File: config.mk
export PLATFORM = sky130hd
export DESIGN_NAME = serial_to_parallel_rx
export DESIGN_NICKNAME = d
export VERILOG_FILES = /design/src/rtl/serial_to_parallel_rx.sv
export SDC_FILE = /design/constraint.sdc
export NUM_CORES = 1
export LEC_CHECK = 0
export BUFFER_PORTS_ARGS = -buffer_cell sky130_fd_sc_hd__buf_2
export CORE_UTILIZATION = 35
export DETAILED_ROUTE_END_ITERATION = 10
export PLACE_DENSITY_LB_ADDON = 0.08
export SLEW_MARGIN = 25
export SYNTH_ARGS = -nofsm -noshare
export SYNTH_HDL_FRONTEND = slang
export SYNTH_SLANG_ARGS = --single-unit
File: constraint.sdc
create_clock -name clk_32f -period 2.3 [get_ports clk_32f]
set_input_delay 0.345 -clock clk_32f [delete_from_list [all_inputs] [get_ports clk_32f]]
set_output_delay 0.345 -clock clk_32f [all_outputs]
set_load 0.005 [all_outputs]
File: src/rtl/serial_to_parallel_rx.sv
// serial_to_parallel_rx
//   Recovers byte alignment from a serial bit stream using a comma symbol and
//   then delivers each aligned byte in parallel.
//   SEARCH: slide a bit-wise window over the stream looking for COMMA.
//   ALIGN : count bits from where the match completed and require BC_COUNT
//           aligned COMMAs in a row. Any other byte drops back to SEARCH.
//   ACTIVE: emit every byte boundary on data_out/byte_strobe. The link stays
//           ACTIVE until reset; COMMA bytes here are idle fill.
//
// Ports
//   clk_32f     in   bit clock, one serial bit per rising edge
//   reset       in   synchronous, active-low
//   serial_in   in   serial data, MSB of each byte first
//   data_out    out  last completed byte (registered)
//   valid_out   out  high with byte_strobe when the byte is payload (not COMMA)
//   byte_strobe out  one-cycle pulse per new data_out while ACTIVE
//   active      out  link aligned (level)
//   state_dbg   out  current FSM state: 0 SEARCH, 1 ALIGN, 2 ACTIVE
//
// Handshake: byte_strobe is a one-cycle valid with no ready. A byte whose last
// bit is sampled on edge N is presented on data_out/byte_strobe/valid_out
// right after edge N. valid_out is never high without byte_strobe.
module serial_to_parallel_rx #(
  parameter logic [7:0] COMMA    = 8'hBC,
  parameter int         BC_COUNT = 4
) (
  input  logic       clk_32f,
  input  logic       reset,
  input  logic       serial_in,
  output logic [7:0] data_out,
  output logic       valid_out,
  output logic       byte_strobe,
  output logic       active,
  output logic [1:0] state_dbg
);

  typedef enum logic [1:0] {
    SEARCH = 2'd0,
    ALIGN  = 2'd1,
    ACTIVE = 2'd2
  } state_t;

  localparam int BCW = $clog2(BC_COUNT + 1);
  // bc_cnt value at which one more aligned COMMA completes the burst.
  localparam logic [BCW-1:0] BC_LAST = BCW'(BC_COUNT - 1);
  localparam logic [BCW-1:0] BC_MAX  = BCW'(BC_COUNT);

  state_t         state;
  logic [7:0]     sr;
  logic [2:0]     bit_cnt;
  logic [BCW-1:0] bc_cnt;

  // The window including the bit being sampled this edge; every comparison
  // uses it so a byte is recognised on the same edge its last bit arrives.
  logic [7:0] next_sr;
  logic       boundary;

  assign next_sr   = {sr[6:0], serial_in};
  assign boundary  = (bit_cnt == 3'd7);
  assign state_dbg = state;

  always_ff @(posedge clk_32f) begin
    if (!reset) begin
      state       <= SEARCH;
      sr          <= 8'h00;
      bit_cnt     <= 3'd0;
      bc_cnt      <= '0;
      data_out    <= 8'h00;
      valid_out   <= 1'b0;
      byte_strobe <= 1'b0;
      active      <= 1'b0;
    end else begin
      sr          <= next_sr;
      byte_strobe <= 1'b0;
      valid_out   <= 1'b0;

      case (state)
        SEARCH: begin
          // The match point defines the byte boundary from here on.
          if (next_sr == COMMA) begin
            state   <= ALIGN;
            bit_cnt <= 3'd0;
            bc_cnt  <= BCW'(1);
          end
        end

        ALIGN: begin
          bit_cnt <= bit_cnt + 3'd1;
          if (boundary) begin
            if (next_sr == COMMA) begin
              if (bc_cnt != BC_MAX) bc_cnt <= bc_cnt + BCW'(1);
              if (bc_cnt == BC_LAST) begin
                state  <= ACTIVE;
                active <= 1'b1;
              end
            end else begin
              // Misaligned or corrupted: resume the sliding search next cycle.
              state  <= SEARCH;
              bc_cnt <= '0;
            end
          end
        end

        ACTIVE: begin
          bit_cnt <= bit_cnt + 3'd1;
          if (boundary) begin
            data_out    <= next_sr;
            byte_strobe <= 1'b1;
            valid_out   <= (next_sr != COMMA);
          end
        end

        default: begin
          state  <= SEARCH;
          active <= 1'b0;
        end
      endcase
    end
  end

endmodule
-- Yosys cells after proc, flatten, opt, wreduce, memory -nomap -nowiden
Cells that the tools add are included.
- RAM bits: 0
- memories: 0
- bits in latches: 0
- register bits after elaboration: 26
- ROM bits: 0
- magnitude comparators: 0
- bitwise operators: 2
- equality and inequality tests: 13
- add/subtract/negate cells: 2
- mux-type cells: 17
- shifts and indexed selects: 0
- div/mod/pow operators: 0
- $mul: 0
- reductions and logical operators: 12
- operators with widths (operator ; number):
    $mux 3 ; 5
    $pmux 3 s2 ; 2
    $reduce_and 4->1 ; 3
    $ne 3x3->1 const B ; 3
    $eq 8x8->1 const B ; 1
    $mux 2 ; 4
    $ne 2x2->1 const B ; 4
    $ne 8x8->1 const B ; 1
    $add 3x1->3 const B ; 2
    $pmux 2 s3 ; 1
    $reduce_and 2->1 ; 3
    $mux 1 ; 4
    $reduce_bool 2->1 ; 2
    $reduce_or 2->1 ; 2
    $eq 3x2->1 const B ; 1
    $eq 3x3->1 const B ; 1
    $reduce_and 3->1 ; 1
    $eq 2x1->1 const B ; 1
    $eq 2x2->1 const B ; 1
    $logic_not 2->1 ; 1
    $not 1->1 ; 2
    $pmux 1 s2 ; 1

-- Logic depth before layout (Yosys ltp)
Gate-level depths: netlist of the first run.
- depth in word-level cells: 5
- depth in mapped cells: 7

-- Worst setup path after synthesis of the first run
Ideal clock, no wire load.
- kind: register -> register
- from: reg bit_cnt[0]
- to: reg state[1] (netlist: state_dbg[1])
- arrival: 1.341 ns
- data required time: 2.183 ns
- path slack: 0.842 ns
- stages on the path, launching flop included: 7
- path buffers: 0
- cell sequence: dfxtp_1 -> ha_1 -> ha_1 -> inv_1 -> a21o_1 -> o21bai_1 -> a32o_1
- cells in the longest elaborated chain, start to end: 3
- RTL lines (element ; line ; source):
    from (decl) ; 50 ; logic [2:0] bit_cnt;
    from (signal assigned) ; 88 ; bit_cnt <= bit_cnt + 3'd1;
    from (signal assigned) ; 105 ; bit_cnt <= bit_cnt + 3'd1;
    $eq 3x3->1 ; 59 ; assign boundary = (bit_cnt == 3'd7);
    net boundary ; 56 ; logic boundary;
    $ne 2x2->1 (no line) ; -- ;
    $reduce_and 4->1 (no line) ; -- ;
    to (signal assigned) ; 64 ; state <= SEARCH;
    to (signal assigned) ; 81 ; state <= ALIGN;
    to (signal assigned) ; 93 ; state <= ACTIVE;
    to (decl) ; 48 ; state_t state;
The timed path passes the listed nets, and every way through them passes these cells.
A chain may end at the register's enable or synchronous reset.

-- Worst setup path in the final report of the first run
- from: reg bit_cnt[0]
- to: reg bc_cnt[0]
- cells in the longest elaborated chain, start to end: 3
- RTL lines (element ; line ; source):
    $eq 3x3->1 ; 59 ;
    net boundary ; 56 ;
    $ne 2x2->1 (no line) ; -- ;
    $reduce_and 4->1 (no line) ; -- ;
    to (signal assigned) ; 91 ; if (bc_cnt != BC_MAX) bc_cnt <= bc_cnt + BCW'(1);
    to (decl) ; 51 ; logic [BCW-1:0] bc_cnt;
The timed path passes the listed nets, and every way through them passes these cells.

==> results.cfg, run 1 <==
[critical_path]
reg2reg_depth = 6
cp_num_buf_inv = 0
critPathLaunchType = register
cp_cell_sequence = ha_1 -> ha_1 -> nand2_1 -> a21oi_1 -> o31ai_1 -> a311oi_1
crit_family = adder cells
r2r_start = bit_cnt[0]
cp.arrival_ns = 2.19
worst_path_most_repeated_cell = ha_1
required_ns = 2.53
rr_endpoint = bc_cnt[0]
cp-end-kind = register
reg2reg_slack_ns = 0.34
critical_path_class = reg -> reg
slowest_delay_ns = 0.50
worstPathMaxFanout = 16
crit_slowest_cell = ha_1

[yosys]
ys_ff_latch = 26
synth_edf_count = 0
yosys_warnings = 0
ys_seq_area_share_pct = 41.3
syn_inst = 134
avgSynthCellArea_um2 = 9.40
ys_types = 39
yosys_most_used_dff = dfxtp_1
synth_nets = 145
ys_async_sr_fraction_pct = 0
synthTopCellsByArea = dfxtp_1 (41%), ha_1 (7.9%), a21boi_0 (5.4%), nand2_1 (4.5%), nand3_1 (4.4%)
netlist_area_um2 = 1260
synth.largest_area_cell = dfxtp_1
netlist.area_leader.share_pct = 41.3

[grt]
grt_antenna_before_repair = 0
grt_max_degree = 29
grt_remaining_overflow = 0
grt_pass1_wl_mm = 4.13
grt_pass1_vias = 842
grt_usage_pct = 14.6

[finish]
fillCellCount = 341
insertedDiodeCount = 0
final_common_cell = dfxtp_1
final_cell_mix = dfxtp_1 (26), nand2_1 (15), buf_2 (15), nand3_1 (11), a21boi_0 (9)
drive_gt1_share_pct = 20.5
num-nets-final = 158
final_cell_count_no_fill = 192
area_growth_pct = 10.9

[min_path]
holdPathStages = 2
min_path_type = in -> reg
worstHoldStart = serial_in
whs_endpoint = sr[0]

[clock_network]
cts_made_buffers = 3
cts_hold_buf = 0
insertion_delay_ns = 0.32
clock_path_buffers = 2
cts_tree = built
clock-sinks = 26
cts_setup_buffers = 0
cts.repair.resized = 0
root_buffer = clkbuf_4
cts_max_level = 1
path_clk_slew_ns = 0.15

[route]
wl_per_cell_um = 12.7
drt_first_pass_iters = 4
ant_nets = 0
drc = 0
vias_per_cell = 5.13
drt_wl_total_mm = 2.45
vias = 984
drt_iter0_markers = 19

[floorplan]
die_h_um = 62
core_um2 = 3390
ios = 16
fp.dieW_um = 62
fp.dieArea_um2 = 3840
start_util_pct = 37.2
rows = 21

[timing]
setup_viol = 0
slew_violations = 0
fin_crit_sh_pct = 85.2
relSlewSlack_pct = 50.2
finalSetupTns_ns = 0
rsz0062_at_grt = no
hold_violations = 0
tightestPinTransition_ns = 0.742
worst_clock_skew_ns = 0.0126
fmax_ghz = 0.510
final.min_clock_period_ns = 1.96

[placed_design]
place.gp.congestion = 0.784
port-buffer-count = 15
dp_cells = 188
place_hpwl_mm = 1.71

[power]
powerDensity_nw_per_um2 = 562
p_leak_uw = 0.000565
vdd_drop_max_mv = 0.178

[status]
status = finished clean

[run]
cap_violations = 0
## metal layers
layer  wire length, µm  track usage (%)  up-vias
li1                  -                -      494
met1              1190             21.0      464
met2              1130             21.7       24
met3               106             2.90        2
met4                18             4.44        0
met5                 0                0        -
## cell usage after synthesis, drive strengths merged (3+ instances only)
cell type / count
dfxtp: 26
a21boi: 11
nor2: 6
buf: 5
o21ai: 4
ha: 8
a21oi: 4
and2: 7
clkbuf: 3
nand2: 15
inv: 7
nand3: 11
## per-stage QoR
stage | total power [µW] | util [%] | worst slack (ns) | hold slack, ns | cell area (µm²)
detailed placement | 480 | 39.7 | 0.353 | 0.455 | 1350
CTS | 800 | 41.2 | 0.343 | 0.285 | 1400
floorplan | 477 | - | 0.842 | 0.447 | 1260
finish | 786 | 41.2 | 0.340 | 0.285 | 1400
global route | 822 | 41.2 | 0.0963 | 0.273 | 1400
global placement | 480 | 39.7 | 0.453 | 0.448 | 1350
## cells by family (layout without fill, tap and decap cells)
logic type / Yosys count / after routing / share of synthesized area (%)
simple gates: 48 / 48 / 21.4
compound gates: 33 / 33 / 19.8
flops: 26 / 26 / 41.3
buf+inv: 15 / 27 / 6.45
fa+ha+maj: 8 / 8 / 7.94
mux: 3 / 3 / 2.48
xor+xnor: 1 / 1 / 0.695
## flip-flops by register name (all words and copies together), names as in the netlist
register	flops
bc_cnt	3
sr	7
valid_out	1
state_dbg	2
byte_strobe	1
bit_cnt	3
data_out	8
active	1
## layout make-up
type                    instances  area, µm²  area share [%]
multi-input cells              93        658            47.1
flip-flops and latches         26        520            37.2
repair buffers                 16       82.6            5.91
well taps                      46       57.6            4.12
clock inverters                 1       30.0            2.15
inverters                       7       26.3            1.88
clock buffers                   3       22.5            1.61
## worst max path at each step
stage,slack [ns],start,to,depth (start not counted)
floorplan,0.84,bit_cnt[0],state_dbg[1],6
global placement,0.45,bit_cnt[0],bc_cnt[1],6
detailed placement,0.35,bit_cnt[0],bc_cnt[0],6
CTS,0.34,bit_cnt[0],bc_cnt[0],6
global route,0.1,bit_cnt[0],bc_cnt[1],6
finish,0.34,bit_cnt[0],bc_cnt[0],6
## where the power goes
part | leakage [µW] | internal (µW) | total (µW) | switching (µW)
Clock | 0.0000279 | 176 | 315 | 139
Sequential | 0.000210 | 453 | 456 | 2.78
Combinational | 0.000327 | 5.58 | 14.6 | 8.98
Total | 0.000565 | 635 | 786 | 151
(Power assumes the default switching activity.)
==> run 2: changes to the inputs <==
- RECOVER_POWER: not set -> 100
- SKIP_CTS_REPAIR_TIMING: not set -> 1
==> run 2 against run 1 <==
Against the previous run:
- clock skew is 0.0079 ns lower
- first-iteration DRC count fell by 5.3%
- die area unchanged
- global-route usage did not move
- fmax fell by 0.81%
- combinational power fell by 3%
- critical endpoint unchanged
==> results.cfg, run 2 (synthesis gave the netlist of run 1 again) <==
[critical_path]
cp_cell_sequence = ha_1 -> ha_1 -> nand2_1 -> a21oi_1 -> o31ai_1 -> a311oi_1
rr_endpoint = bc_cnt[0]
required_ns = 2.54
critical_path_class = reg -> reg
cp_num_buf_inv = 0
crit_family = adder cells
r2r_start = bit_cnt[0]
worst_path_most_repeated_cell = ha_1
crit_slowest_cell = ha_1
reg2reg_depth = 6
cp-end-kind = register
reg2reg_slack_ns = 0.32
slowest_delay_ns = 0.50
critPathLaunchType = register
cp.arrival_ns = 2.21
worstPathMaxFanout = 16

[finish]
largest_register_ffs = 8
top_register = data_out
num-nets-final = 158
final_common_cell = dfxtp_1
utilization_pct = 40.6
final_cell_mix = dfxtp_1 (26), nand2_1 (15), clkbuf_1 (12), a21boi_0 (11), nand3_1 (11)
insertedDiodeCount = 0
area_growth_pct = 9.33
drive_gt1_share_pct = 11.6
reg_top3 = data_out (8), sr (7)
final_area_um2 = 1380

[timing]
hold_violations = 0
final.min_clock_period_ns = 1.98
slew_violations = 0
fin_crit_sh_pct = 85.9
rsz0062_at_grt = no
tightestPinTransition_ns = 1.00
finalSetupTns_ns = 0
fin_hold_ws_ns = 0.300
fmax_ghz = 0.506
worst_clock_skew_ns = 0.00464
relSlewSlack_pct = 33.2
setup_slack_ns = 0.324
setup_viol = 0

[route]
top_layer = met4
drt_iter0_markers = 18
vias_per_cell = 5.13
drt-met1-wl_mm = 1.21
drc = 0
ant_nets = 0
vias = 984
wl_per_cell_um = 12.8
drt_first_pass_iters = 4
wl_met3_um = 88
wl_met2_mm = 1.13
drt_wl_total_mm = 2.45

[clock_network]
cts_made_buffers = 3
clock_path_buffers = 2
cts_max_level = 1
cts_tree = built
root_buffer = clkbuf_4
path_clk_slew_ns = 0.15
clock-sinks = 26
insertion_delay_ns = 0.32

[floorplan]
ios = 16
fp.dieW_um = 62
die_h_um = 62
rows = 21
start_util_pct = 37.2
core_um2 = 3390
fp.dieArea_um2 = 3840

[placed_design]
port-buffer-count = 15
place.gp.congestion = 0.784
place_hpwl_mm = 1.71
post-place-ws_ns = 0.353
placed_area_um2 = 1350

[grt]
grt_usage_pct = 14.6
grt_pass1_wl_mm = 4.13
grt_pass1_vias = 842
grt_antenna_before_repair = 0
grt_max_degree = 29
grt_remaining_overflow = 0

[power]
powerDensity_nw_per_um2 = 568
vdd_drop_max_mv = 0.178
p_leak_uw = 0.000508

[status]
status = finished clean

[min_path]
whs_endpoint = sr[0]
min_path_type = in -> reg
holdPathStages = 2
worstHoldStart = serial_in

[run]
cap_violations = 0
run 2: changes by cell type in the layout (fill, tap and decap cells not counted), sizes merged:
cell | before | now
buf | 16 | 4
clkbuf | 3 | 15
run 2: how the worst max path moves through the flow:
stage / slack, ns / endpoint / start / cells after the start
2_1_floorplan: 0.84 / state_dbg[1] / bit_cnt[0] / 6
3_5_place_dp: 0.35 / bc_cnt[0] / bit_cnt[0] / 6
3_3_place_gp: 0.45 / bc_cnt[1] / bit_cnt[0] / 6
5_1_grt: 0.07 / bc_cnt[0] / bit_cnt[0] / 6
4_1_cts: 0.34 / bc_cnt[0] / bit_cnt[0] / 6
6_report: 0.32 / bc_cnt[0] / bit_cnt[0] / 6
run 2: cell type report:
class | count | area [µm²]
multi-input combinational | 93 | 653
clock buffer | 3 | 22.5
sequential | 26 | 520
clock inverter | 1 | 30.0
timing repair buffer | 16 | 67.6
tap | 46 | 57.6
fill | 345 | 2010
inverter | 7 | 26.3
run 2: report_power, final:
group | switching, µW | leakage (µW) | internal, µW
Sequential | 2.75 | 0.000210 | 453
Combinational | 8.69 | 0.000270 | 5.43
Clock | 137 | 0.0000279 | 176
run 2: metrics by stage:
stage / cells / power (µW)
2_1_floorplan: 134 / 477
3_3_place_gp: 188 / 480
3_5_place_dp: 188 / 480
4_1_cts: 192 / 800
5_1_grt: 192 / 822
6_report: 192 / 783
run 2: routing by layer:
metal / GRT usage, % / vias up
li1: - / 493
met2: 21.7 / 19
met5: 0 / -
met3: 2.90 / 2
met4: 4.44 / 0
met1: 21.0 / 470
==> run 3: changes to the inputs <==
- BUFFER_PORTS_ARGS: -buffer_cell sky130_fd_sc_hd__buf_2 -> -buffer_cell sky130_fd_sc_hd__buf_4
==> run 3 against run 2 <==
Against the previous run:
- sequential share of layout area is 1.1 points lower
- core utilization grew 1.3 points
- register-to-register slack gained 0.11 ns
- design area increased by 3.1%
- clock skew rose by 0.0041 ns
- flip-flop and latch count unchanged
- fmax is 5.7% higher
- global-route usage decreased by 0.23 points
- routed wire length is 3.2% lower
- worst hold slack got worse by 0.035 ns
- critical endpoint is now data_out[6]
==> results.cfg, run 3 (synthesis gave the netlist of run 1 again) <==
[status]
status = finished clean

[critical_path]
worstPathMaxFanout = 10
reg2reg_depth = 6
cp_cell_sequence = ha_1 -> ha_1 -> clkbuf_1 -> nand2_1 -> nand2_1 -> a21boi_0
cp-end-kind = register
critical_path_class = reg -> reg
r2r_start = bit_cnt[0]
critPathLaunchType = register
slowest_delay_ns = 0.42
endpoint = data_out[6]
path_depth = 6
cp_num_buf_inv = 1
crit_slowest_cell = dfxtp_1
cp-startpoint = bit_cnt[0]
cp.arrival_ns = 2.09
required_ns = 2.52
crit_family = adder cells
reg2reg_slack_ns = 0.43
rr_endpoint = data_out[6]

[timing]
hold_violations = 0
fin_crit_sh_pct = 81.3
rsz0062_at_grt = no
final.min_clock_period_ns = 1.87
finalSetupTns_ns = 0
setup_viol = 0
tightestPinTransition_ns = 0.978
worst_clock_skew_ns = 0.00878
relSlewSlack_pct = 34.8
fmax_ghz = 0.535
slew_violations = 0

[clock_network]
path_clk_slew_ns = 0.15
clock_path_buffers = 2
insertion_delay_ns = 0.33
cts_tree = built
cts_max_level = 1
cts_made_buffers = 3
clock-sinks = 26
root_buffer = clkbuf_4

[finish]
num-nets-final = 159
final_common_cell = dfxtp_1
top_register = data_out
utilization_pct = 41.9
area_growth_pct = 12.7
largest_register_ffs = 8
insertedDiodeCount = 0
final_cell_mix = dfxtp_1 (26), nand2_1 (15), clkbuf_4 (13), a21boi_0 (11), nand3_1 (11)
drive_gt1_share_pct = 17.0
reg_top3 = data_out (8), sr (7)
final_cell_count_no_fill = 193

[min_path]
min_path_type = in -> reg
holdPathStages = 2
worstHoldStart = serial_in

[placed_design]
dp_cells = 189
place.gp.congestion = 0.801
port-buffer-count = 15
place_hpwl_mm = 1.63

[floorplan]
fp.dieW_um = 62
core_um2 = 3390
ios = 16
fp.dieArea_um2 = 3840
rows = 21
start_util_pct = 37.2
die_h_um = 62

[power]
p_leak_uw = 0.000536
vdd_drop_max_mv = 0.327
powerDensity_nw_per_um2 = 557
finalPower_uw = 791

[grt]
grt_use_met2_pct = 23.9
busiest_layer = met2
grt_pass1_vias = 888
grtUsageMet1_pct = 18.7
grt_remaining_overflow = 0
grt_max_degree = 29
grtUsageMet3_pct = 4.35
grt_pass1_wl_mm = 4.02
grt_antenna_before_repair = 0
grt_usage_pct = 14.3

[route]
drc = 0
wl_per_cell_um = 12.3
ant_nets = 0
vias = 954
drt_wl_total_mm = 2.38
drt_iter0_markers = 30
vias_per_cell = 4.94
drt_first_pass_iters = 4

[run]
cap_violations = 0
## run 3: cell types whose count changed in the layout (fill, tap and decap cells not counted), sizes merged
cell    previous run  this run
buf                4         1
clkbuf            15        19
## run 3: report_power, final
part / switching, µW / internal [µW]
logic: 8.62 / 5.90
registers: 2.70 / 453
clock network: 144 / 176
## run 3: worst min-delay path by stage
| stage | endpoint |
|---|---|
| after floorplan | sr[6] |
| after global placement | data_out[5] |
| after detailed placement | data_out[7] |
| after CTS | sr[0] |
| after global routing | sr[0] |
| final | sr[0] |
## run 3: metrics by stage
stage / cell area [µm²] / hold slack, ns / worst slack (ns)
floorplan: 1260 / 0.447 / 0.842
global placement: 1390 / 0.451 / 0.618
detailed placement: 1390 / 0.458 / 0.569
CTS: 1440 / 0.250 / 0.545
global route: 1420 / 0.261 / 0.226
finish: 1420 / 0.265 / 0.431
## run 3: layout make-up
cell class              instances  area (µm²)
well taps                      46        57.6
repair buffers                 17         105
clock inverters                 1        30.0
inverters                       7        26.3
fillers                       334        1970
flip-flops and latches         26         520
clock buffers                   3        22.5
multi-input cells              93         658
## run 3: worst reg2reg max path, cell delays in order (launching register included)
cell      delay [ns]
dfxtp_1         0.42
ha_1            0.17
ha_1            0.29
clkbuf_1        0.37
nand2_1         0.29
nand2_1         0.14
a21boi_0        0.09
## run 3: routing by layer
layer  vias to the layer above  share of wire, %
li1                        499                 -
met1                       440                54
met3                         2               3.1
met2                        13                42
met5                         -                 0
met4                         0              0.67
